$ cat config.mk
export PLATFORM = sky130hd
export DESIGN_NAME = pulse_handshake_tx_flat
export DESIGN_NICKNAME = d
export VERILOG_FILES = /design/src/rtl/cdc_sync_pkg.sv /design/src/rtl/pulse_handshake_tx_if.sv /design/src/rtl/bit_synchronizer.sv /design/src/rtl/pulse_handshake_tx.sv /design/src/flat_wrapper.sv
export SDC_FILE = /design/constraint.sdc
export NUM_CORES = 1
export LEC_CHECK = 0
export BUFFER_PORTS_ARGS = -buffer_cell sky130_fd_sc_hd__buf_4
export CORE_AREA = 2 2 39 41
export DETAILED_ROUTE_END_ITERATION = 6
export DIE_AREA = 0 0 41 43
export PLACE_DENSITY = 0.65
export SYNTH_ARGS = -nofsm -noshare
export SYNTH_HDL_FRONTEND = slang
export SYNTH_SLANG_ARGS = --single-unit
$ cat constraint.sdc
create_clock -name i_clk -period 2 [get_ports i_clk]
set_input_delay 0.3 -clock i_clk [delete_from_list [all_inputs] [get_ports i_clk]]
set_output_delay 0.3 -clock i_clk [all_outputs]
set_load 0.02 [all_outputs]
$ cat src/rtl/cdc_sync_pkg.sv
// Shared CDC definitions: handshake FSM state encoding and synchronizer depth floor.
package cdc_sync_pkg;

   typedef enum logic [1:0] {
      IDLE = 2'd0,
      REQ  = 2'd1,
      DROP = 2'd2
   } hs_state_e;

   localparam int CDC_MIN_SYNC_STAGES = 2;

endpackage

$ cat src/rtl/pulse_handshake_tx_if.sv
// Signal bundle between the pulse handshake source and its environment.
interface pulse_handshake_tx_if #(
   parameter int PEND_W = 3
);
   import cdc_sync_pkg::*;

   // Four-phase handshake: o_req_level rises to offer one event, the receiver raises
   // i_ack_async once it has seen it, req then drops, and the event is complete only
   // after ack has also returned low. A new req never rises while ack is still high.
   logic              i_pulse;
   logic              i_ack_async;
   logic              o_req_level;
   logic              o_busy;
   logic [PEND_W-1:0] o_pending;
   logic              o_done;
   logic              o_overflow;
   logic              o_timeout;
   hs_state_e         dbg_state;

   modport master (
      input  i_pulse,
      input  i_ack_async,
      output o_req_level,
      output o_busy,
      output o_pending,
      output o_done,
      output o_overflow,
      output o_timeout,
      output dbg_state
   );

   modport slave (
      output i_pulse,
      output i_ack_async,
      input  o_req_level,
      input  o_busy,
      input  o_pending,
      input  o_done,
      input  o_overflow,
      input  o_timeout,
      input  dbg_state
   );

endinterface

$ cat src/rtl/bit_synchronizer.sv
// Multi-flop level synchronizer for a single asynchronous bit, reset to 0.
module bit_synchronizer #(
   parameter int STAGES = 2
) (
   input  logic clk,
   input  logic rst_n,
   input  logic d,
   output logic q
);

   logic [STAGES-1:0] sync;

   always_ff @(posedge clk or negedge rst_n) begin
      if (!rst_n) begin
         sync <= '0;
      end else begin
         sync <= {sync[STAGES-2:0], d};
      end
   end

   assign q = sync[STAGES-1];

endmodule

$ cat src/rtl/pulse_handshake_tx.sv
// Source side of a pulse-over-four-phase-handshake CDC path with pending-event counting.
// Optional handshake abort on a stuck receiver: define PULSE_TX_TIMEOUT_EN.
module pulse_handshake_tx
   import cdc_sync_pkg::*;
#(
   parameter int SYNC_STAGES = 2,
   parameter int PEND_W      = 3,
   parameter int TIMEOUT_CYC = 64
) (
   input  logic                  i_clk,
   input  logic                  i_rst_n,
   pulse_handshake_tx_if.master  bus
);

   localparam logic [1:0]        ST_IDLE  = IDLE;
   localparam logic [1:0]        ST_REQ   = REQ;
   localparam logic [1:0]        ST_DROP  = DROP;
   localparam logic [PEND_W-1:0] PEND_MAX = '1;

   if (SYNC_STAGES < CDC_MIN_SYNC_STAGES) begin : g_bad_sync_stages
      $error("pulse_handshake_tx: SYNC_STAGES below CDC_MIN_SYNC_STAGES");
   end
   if (TIMEOUT_CYC < 1) begin : g_bad_timeout
      $error("pulse_handshake_tx: TIMEOUT_CYC must be at least 1");
   end

   logic              ack_sync;
   logic [1:0]        state;
   logic [1:0]        state_nxt;
   logic [PEND_W-1:0] pending;
   logic [PEND_W-1:0] pending_nxt;
   logic              launch;
   logic              to_hit;
   logic              done_nxt;
   logic              ovf_nxt;
   logic              req_q;
   logic              done_q;
   logic              ovf_q;

   bit_synchronizer #(
      .STAGES (SYNC_STAGES)
   ) u_ack_sync (
      .clk   (i_clk),
      .rst_n (i_rst_n),
      .d     (bus.i_ack_async),
      .q     (ack_sync)
   );

   // A high ack_sync in IDLE means the receiver has not finished the last phase yet.
   assign launch = (state == ST_IDLE) && !ack_sync && ((pending != '0) || bus.i_pulse);

`ifdef PULSE_TX_TIMEOUT_EN
   localparam int TO_W = $clog2(TIMEOUT_CYC + 1);

   logic [TO_W-1:0] to_cnt;
   logic            to_q;

   assign to_hit = (state != ST_IDLE) && (to_cnt == TO_W'(TIMEOUT_CYC - 1));

   always_ff @(posedge i_clk or negedge i_rst_n) begin
      if (!i_rst_n) begin
         to_cnt <= '0;
         to_q   <= 1'b0;
      end else begin
         to_q <= to_hit;
         if ((state == ST_IDLE) || (state_nxt != state)) begin
            to_cnt <= '0;
         end else begin
            to_cnt <= to_cnt + TO_W'(1);
         end
      end
   end

   assign bus.o_timeout = to_q;
`else
   assign to_hit        = 1'b0;
   assign bus.o_timeout = 1'b0;
`endif

   always_comb begin
      state_nxt = state;
      done_nxt  = 1'b0;
      case (state)
         ST_IDLE: if (launch) state_nxt = ST_REQ;
         ST_REQ:  if (ack_sync) state_nxt = ST_DROP;
         ST_DROP: begin
            if (!ack_sync) begin
               state_nxt = ST_IDLE;
               done_nxt  = 1'b1;
            end
         end
         default: state_nxt = ST_IDLE;
      endcase
      // An abort overrides whatever the handshake was about to do.
      if (to_hit) begin
         state_nxt = ST_IDLE;
         done_nxt  = 1'b0;
      end
   end

   always_comb begin
      pending_nxt = pending;
      ovf_nxt     = 1'b0;
      if (to_hit) begin
         pending_nxt = '0;
      end else if (bus.i_pulse && !launch) begin
         if (pending == PEND_MAX) begin
            ovf_nxt = 1'b1;
         end else begin
            pending_nxt = pending + PEND_W'(1);
         end
      end else if (!bus.i_pulse && launch) begin
         pending_nxt = pending - PEND_W'(1);
      end
   end

   always_ff @(posedge i_clk or negedge i_rst_n) begin
      if (!i_rst_n) begin
         state   <= ST_IDLE;
         pending <= '0;
         req_q   <= 1'b0;
         done_q  <= 1'b0;
         ovf_q   <= 1'b0;
      end else begin
         state   <= state_nxt;
         pending <= pending_nxt;
         req_q   <= (state_nxt == ST_REQ);
         done_q  <= done_nxt;
         ovf_q   <= ovf_nxt;
      end
   end

   assign bus.o_req_level = req_q;
   assign bus.o_busy      = (state != ST_IDLE) || (pending != '0);
   assign bus.o_pending   = pending;
   assign bus.o_done      = done_q;
   assign bus.o_overflow  = ovf_q;
   assign bus.dbg_state   = hs_state_e'(state);

endmodule

$ cat src/flat_wrapper.sv
// flat-port wrapper written by rule: the top's interface ports become plain ports
module pulse_handshake_tx_flat import cdc_sync_pkg::*;
#(
   parameter int SYNC_STAGES = 2,
   parameter int PEND_W      = 3,
   parameter int TIMEOUT_CYC = 64
)
  (i_clk, i_rst_n, bus_i_pulse, bus_i_ack_async, bus_o_req_level, bus_o_busy, bus_o_pending, bus_o_done, bus_o_overflow, bus_o_timeout, bus_dbg_state);
  pulse_handshake_tx_if #(.PEND_W(PEND_W)) bus_i ();
  input  logic i_clk;
  input  logic i_rst_n;
  input wire logic [$bits(bus_i.i_pulse)-1:0] bus_i_pulse;
  input wire logic [$bits(bus_i.i_ack_async)-1:0] bus_i_ack_async;
  output wire logic [$bits(bus_i.o_req_level)-1:0] bus_o_req_level;
  output wire logic [$bits(bus_i.o_busy)-1:0] bus_o_busy;
  output wire logic [$bits(bus_i.o_pending)-1:0] bus_o_pending;
  output wire logic [$bits(bus_i.o_done)-1:0] bus_o_done;
  output wire logic [$bits(bus_i.o_overflow)-1:0] bus_o_overflow;
  output wire logic [$bits(bus_i.o_timeout)-1:0] bus_o_timeout;
  output wire logic [$bits(bus_i.dbg_state)-1:0] bus_dbg_state;
  assign bus_i.i_pulse = bus_i_pulse;
  assign bus_i.i_ack_async = bus_i_ack_async;
  assign bus_o_req_level = bus_i.o_req_level;
  assign bus_o_busy = bus_i.o_busy;
  assign bus_o_pending = bus_i.o_pending;
  assign bus_o_done = bus_i.o_done;
  assign bus_o_overflow = bus_i.o_overflow;
  assign bus_o_timeout = bus_i.o_timeout;
  assign bus_dbg_state = bus_i.dbg_state;
  pulse_handshake_tx #(.SYNC_STAGES(SYNC_STAGES), .PEND_W(PEND_W), .TIMEOUT_CYC(TIMEOUT_CYC)) u_core (.i_clk(i_clk), .i_rst_n(i_rst_n), .bus(bus_i));
endmodule
# ---- Word level (Yosys, flattened, before mapping)
# Index checks and enable logic that the tools add are counted.
dict set report word_totals {
  ff_bits 10
  input_bits 4
  out_inout_bits 10
}
dict set report op_classes {
  addsub 2
  n_eq_ne 5
  mux 11
  reduce_logical 14
}
# op count
set op_table {}
lappend op_table {{$mux W3} 3}
lappend op_table {{$mux W2} 3}
lappend op_table {{$pmux W2 S3} 1}
lappend op_table {{$eq A2 B1 Y1 const B} 2}
lappend op_table {{$logic_and A1 B1 Y1} 4}
lappend op_table {{$mux W1} 4}
lappend op_table {{$reduce_bool A2 Y1} 2}
lappend op_table {{$add A3 B1 Y3 const B} 1}
lappend op_table {{$eq A3 B3 Y1 const B} 1}
lappend op_table {{$logic_not A1 Y1} 3}
lappend op_table {{$reduce_bool A3 Y1} 1}
lappend op_table {{$sub A3 B1 Y3 const B} 1}
lappend op_table {{$eq A2 B2 Y1 const B} 1}
lappend op_table {{$logic_not A2 Y1} 1}
lappend op_table {{$logic_or A1 B1 Y1} 2}
lappend op_table {{$ne A2 B2 Y1 const B} 1}
lappend op_table {{$reduce_and A2 Y1} 1}

# ---- Depth between registers and ports, before layout
dict set report depth {
  ltp_word 7
  depth_mapped 8
}

# ---- Hierarchy
# Synthesis repeated with hierarchy kept, for this count alone.
dict set report unflattened {
  cells_unflattened 53
  area_unflattened_um2 536.8
}
# mod n_inst cells_each area_per_inst_um2
set by_module_without_submodules {}
lappend by_module_without_submodules {pulse_handshake_tx 1 51 486.7}
lappend by_module_without_submodules {bit_synchronizer 1 2 50.0}

# ---- Least setup slack after synthesis
# Ideal clock, no wire load.
dict set report synth_timing {
  path_kind {register to register}
  start {reg u_core.state[1] (netlist: u_core.bus.dbg_state[1])}
  end {reg u_core.pending[1] (netlist: u_core.bus.o_pending[1])}
  setup_ps 148
  arrival_ps 2045
  required_time_ps 1852
  setup_slack_ps -193
  stages_incl_launch_ff 8
  n_path_buf 1
  path_cell_list {dfrtp_1 -> buf_6 -> or3_4 -> nand2_2 -> fa_1 -> or3_1 -> o21ai_0 -> a221oi_1}
}
dict set report synth_via {
  word_cells_on_any_way 10
}
# element line
set synth_lines {}
lappend synth_lines {{from (decl)} pulse_handshake_tx.sv:28} ;# logic [1:0] state;
lappend synth_lines {{from (signal assigned)} pulse_handshake_tx.sv:125} ;# state <= state_nxt;
lappend synth_lines {{$logic_not A2 Y1} pulse_handshake_tx.sv:50} ;# assign launch = (state == ST_IDLE) && !ack_sync && ((pending != '0) || bus.i_pulse);
lappend synth_lines {{$logic_and A1 B1 Y1 (2 in series)} pulse_handshake_tx.sv:50}
lappend synth_lines {{$logic_not A1 Y1} pulse_handshake_tx.sv:106} ;# end else if (bus.i_pulse && !launch) begin
lappend synth_lines {{$logic_and A1 B1 Y1} pulse_handshake_tx.sv:106}
lappend synth_lines {{$mux W3} pulse_handshake_tx.sv:106}
lappend synth_lines {{via u_core.pending_nxt[1]} pulse_handshake_tx.sv:31} ;# logic [PEND_W-1:0] pending_nxt;
lappend synth_lines {{to (signal assigned)} pulse_handshake_tx.sv:126} ;# pending <= pending_nxt;
lappend synth_lines {{to (decl)} pulse_handshake_tx.sv:30} ;# logic [PEND_W-1:0] pending;
# The timed path passes the listed nets, and every way through them passes these cells.
# A chain may end at the register's enable or synchronous reset.

# ---- Worst setup path in the final report
dict set report layout_timing {
  start {reg u_core.pending[1] (netlist: u_core.bus.o_pending[1])}
  end {out bus_o_busy}
}
dict set report layout_via {
  elab_chain_len 2
}
# element line
set layout_rtl {}
lappend layout_rtl {{$reduce_bool A3 Y1} pulse_handshake_tx.sv:134} ;# assign bus.o_busy = (state != ST_IDLE) || (pending != '0);
lappend layout_rtl {{$logic_or A1 B1 Y1} pulse_handshake_tx.sv:134}
lappend layout_rtl {{to (decl)} flat_wrapper.sv:15} ;# output wire logic [$bits(bus_i.o_busy)-1:0] bus_o_busy;
# Every way passes these cells.

==> metrics.cfg <==
[cts]
clock_path_buffers = 2
cts_tree = built
h-tree-depth = 1
worstSkewPairLatency_ns = 0.26
cts.sink_count = 10
clkTransAtPathRegs_ns = 0.07
cts_made_buffers = 3
root_buffer = clkbuf_4

[route]
drtIter0Drc = 11
route.detailed.wl_per_inst_um = 13.40
met3_length_um = 54
num_vias = 463
first_pass_iters = 4
routed.top_layer = met3
dr_wl_met2_um = 627
vias_per_cell = 5.261
wl_um = 1179
drt-met1-wl_um = 497
drc = 0
ant_nets = 0

[logic_synthesis]
syn_inst = 49
synth-compound-area-share_pct = 19.00
yosys.area_share.xor_xnor_pct = 1.663
yosys.area_share.simple_pct = 21.62
yosysUniqueCellTypes = 31
synth_top_family_by_area = simple AND/OR/NAND/NOR gates
yosysTopAreaCellShare_pct = 47.51
synth_nets = 54
synth_area_leaders = dfrtp_1 (48%), fa_1 (3.8%), nor3_1 (3.8%)
synthMuxAreaShare_pct = 0
seq_area_frac_synth_pct = 47.51
ys_warn_count = 0
netlist_area_um2 = 526.8
syn_avg_cell_area_um2 = 10.75
yosysTopAreaCell = dfrtp_1
synth_fa_ha_area_share_pct = 3.800
ys_seq_elements = 10

[worst_setup_path]
crit_required_ns = 1.70
worstPathArrival_ns = 1.66
cp_max_fo = 9
crit_slowest_cell = or4_4
start_kind = flip-flop
endpoint_kind = output pin
crit_cells = 3
crit_type = reg -> out
reg2reg_depth = 6
slowest_delay_ns = 0.54
crit_path_cell_trace = or4_4, or2_1, buf_6
critPathTopFamily = simple AND/OR/NAND/NOR gates
critical_path_buf_inv_count = 1

[finish]
layout-drive-gt1-share_pct = 50.00
final_cell_mix = buf_4 (20), dfrtp_1 (6), nor3_1 (4), dfrtp_2 (4)
post-route-util_pct = 53.71
nets = 78
instances_no_fill = 88
syn_to_final_growth_pct = 41.09
final_common_cell = buf_4
antenna_cells = 0

[sta]
finalMaxSlewViolations = 0
hold_slack_ns = 0.1454
clock-skew-final_ns = 0.002556
setup_violations = 0
fin_ws_ns = 0.03836
fmaxAchievable_mhz = 509.8
rsz0062_at_grt = true
fin_crit_sh_pct = 98.08
finalCriticalPeriod_ns = 1.962
hold_violations = 0

[job]
cap_violations = 0

[placed_design]
place.gp.congestion = 0.6664
dp_hpwl_um = 800.9
dp_slack_ns = 0.03810
port_buffers = 12
dpl.cell_count = 78

[global_routing]
antenna_found_initial = 0
grt_pass1_vias = 391
grt_pass1_wl_um = 1794
track_usage_pct = 15.36
gr-total-overflow = 0
grt_max_degree = 11

[outcome]
status = finished clean

[power]
power_leakage_nw = 0.3292
vdd_drop_max_mv = 0.6065
combPwrFrac_pct = 55.2
seqPwrFrac_pct = 31.2
intPower_w = 0.0006463
power_frac_clock_pct = 13.6
power_density_nw_per_um2 = 1440
netSwitchingPower_w = 0.0004239
p_sw_share_pct = 39.61

[worst_hold_path]
hold_path.class = in -> reg
whs_path_depth = 1

[floorplan]
initial_core_util_pct = 38.07
num_rows = 14
ios = 14
die-area_um2 = 1763
dieHeight_um = 43
dieWidth_um = 41
core_um2 = 1384

sequential cells by signal, indices dropped and copies added (netlist names):
name and cells:
u_core.bus.o_done 1, u_core.u_ack_sync.sync 2, u_core.bus.o_req_level 1, u_core.bus.o_pending 3, u_core.bus.dbg_state 2, u_core.bus.o_overflow 1
final cells by class:
cell class	instances	area [um^2]
Fill cell	138	640.6
Sequential cell	10	255.2
Multi-Input combinational cell	34	255.2
Timing Repair Buffer	23	182.7
Clock buffer	4	26.28
Tap cell	16	20.02
Inverter	1	3.754
synthesized netlist by cell type:
library cell / instances
nand2_1: 1
or3_4: 1
a41oi_1: 1
nor2_1: 3
fa_1: 1
or4_4: 1
a211oi_2: 1
nor3_1: 4
o32ai_1: 1
and3_4: 1
o21ai_0: 3
and2_1: 1
nor3b_1: 1
dfrtp_1: 10
buf_6: 1
conb_1: 1
or3_1: 1
or2_1: 1
inv_1: 1
o221a_2: 1
or4_1: 1
o311ai_0: 1
buf_4: 1
xor2_1: 1
a221oi_1: 1
o21a_1: 1
nand2_2: 1
a31oi_1: 1
clkbuf_1: 2
nand3_1: 1
o22ai_1: 2
worst register-to-register path, stage by stage, from the launching register on:
cell and delay, ns:
dfrtp_2 0.40, or3_4 0.41, nand2_4 0.09, fa_1 0.42, or3_1 0.31, o21ai_1 0.09, a221oi_1 0.10
what timing repair did:
item | 4_1_cts | 5_1_grt
hold endpoints to repair | 10 | 0
setup endpoints to repair | 1 | 2
buffers inserted | 1 | 4
pin swaps | 2 | 3
hold buffers | 1 | 0
resized for setup | 4 | 1
logic make-up after synthesis:
family          count (synthesis)
compound gates                 13
xor+xnor                        1
flops                          10
simple gates                   18
buf+inv                         5
other cells                     1
fa+ha+maj                       1
metrics by stage:
step	power [W]	area [um^2]	setup TNS, ns
global route	0.001151	743.2	-0.04906
finish	0.001070	743.2	0
detailed placement	0.0008803	655.6	0
CTS	0.001059	711.9	0
global placement	0.0008700	655.6	0
floorplan	0.0006830	534.3	-0.06362
power groups by stage:
stage	registers, W	logic (W)	clock network [W]
after detailed placement	0.000330	0.000551	0
after global routing	0.000344	0.000647	0.000160
final	0.000334	0.000590	0.000145
after global placement	0.000328	0.000542	0
after CTS	0.000332	0.000575	0.000152
after floorplan	0.000386	0.000297	0
per-layer routing:
| metal | vias up | global-route usage, % |
|---|---|---|
| li1 | 229 | - |
| met4 | 0 | 4.000 |
| met5 | - | 0 |
| met3 | 0 | 6.283 |
| met1 | 223 | 21.14 |
| met2 | 11 | 21.88 |
path summary, 6_finish.rpt:
kind | end | slack, ns | start
min in group asynchronous | u_core.u_ack_sync.sync[1] | 0.40 | i_rst_n
hold reg to reg | u_core.u_ack_sync.sync[1] | 0.37 | u_core.u_ack_sync.sync[0]
max in group asynchronous | u_core.bus.o_pending[1] | 1.45 | i_rst_n
setup reg to reg | u_core.bus.o_pending[1] | 0.04 | u_core.bus.dbg_state[1]
setup / recovery | bus_o_busy | 0.04 | u_core.bus.o_pending[1]
hold / removal | u_core.u_ack_sync.sync[0] | 0.15 | bus_i_ack_async
(Power assumes the default switching activity.)
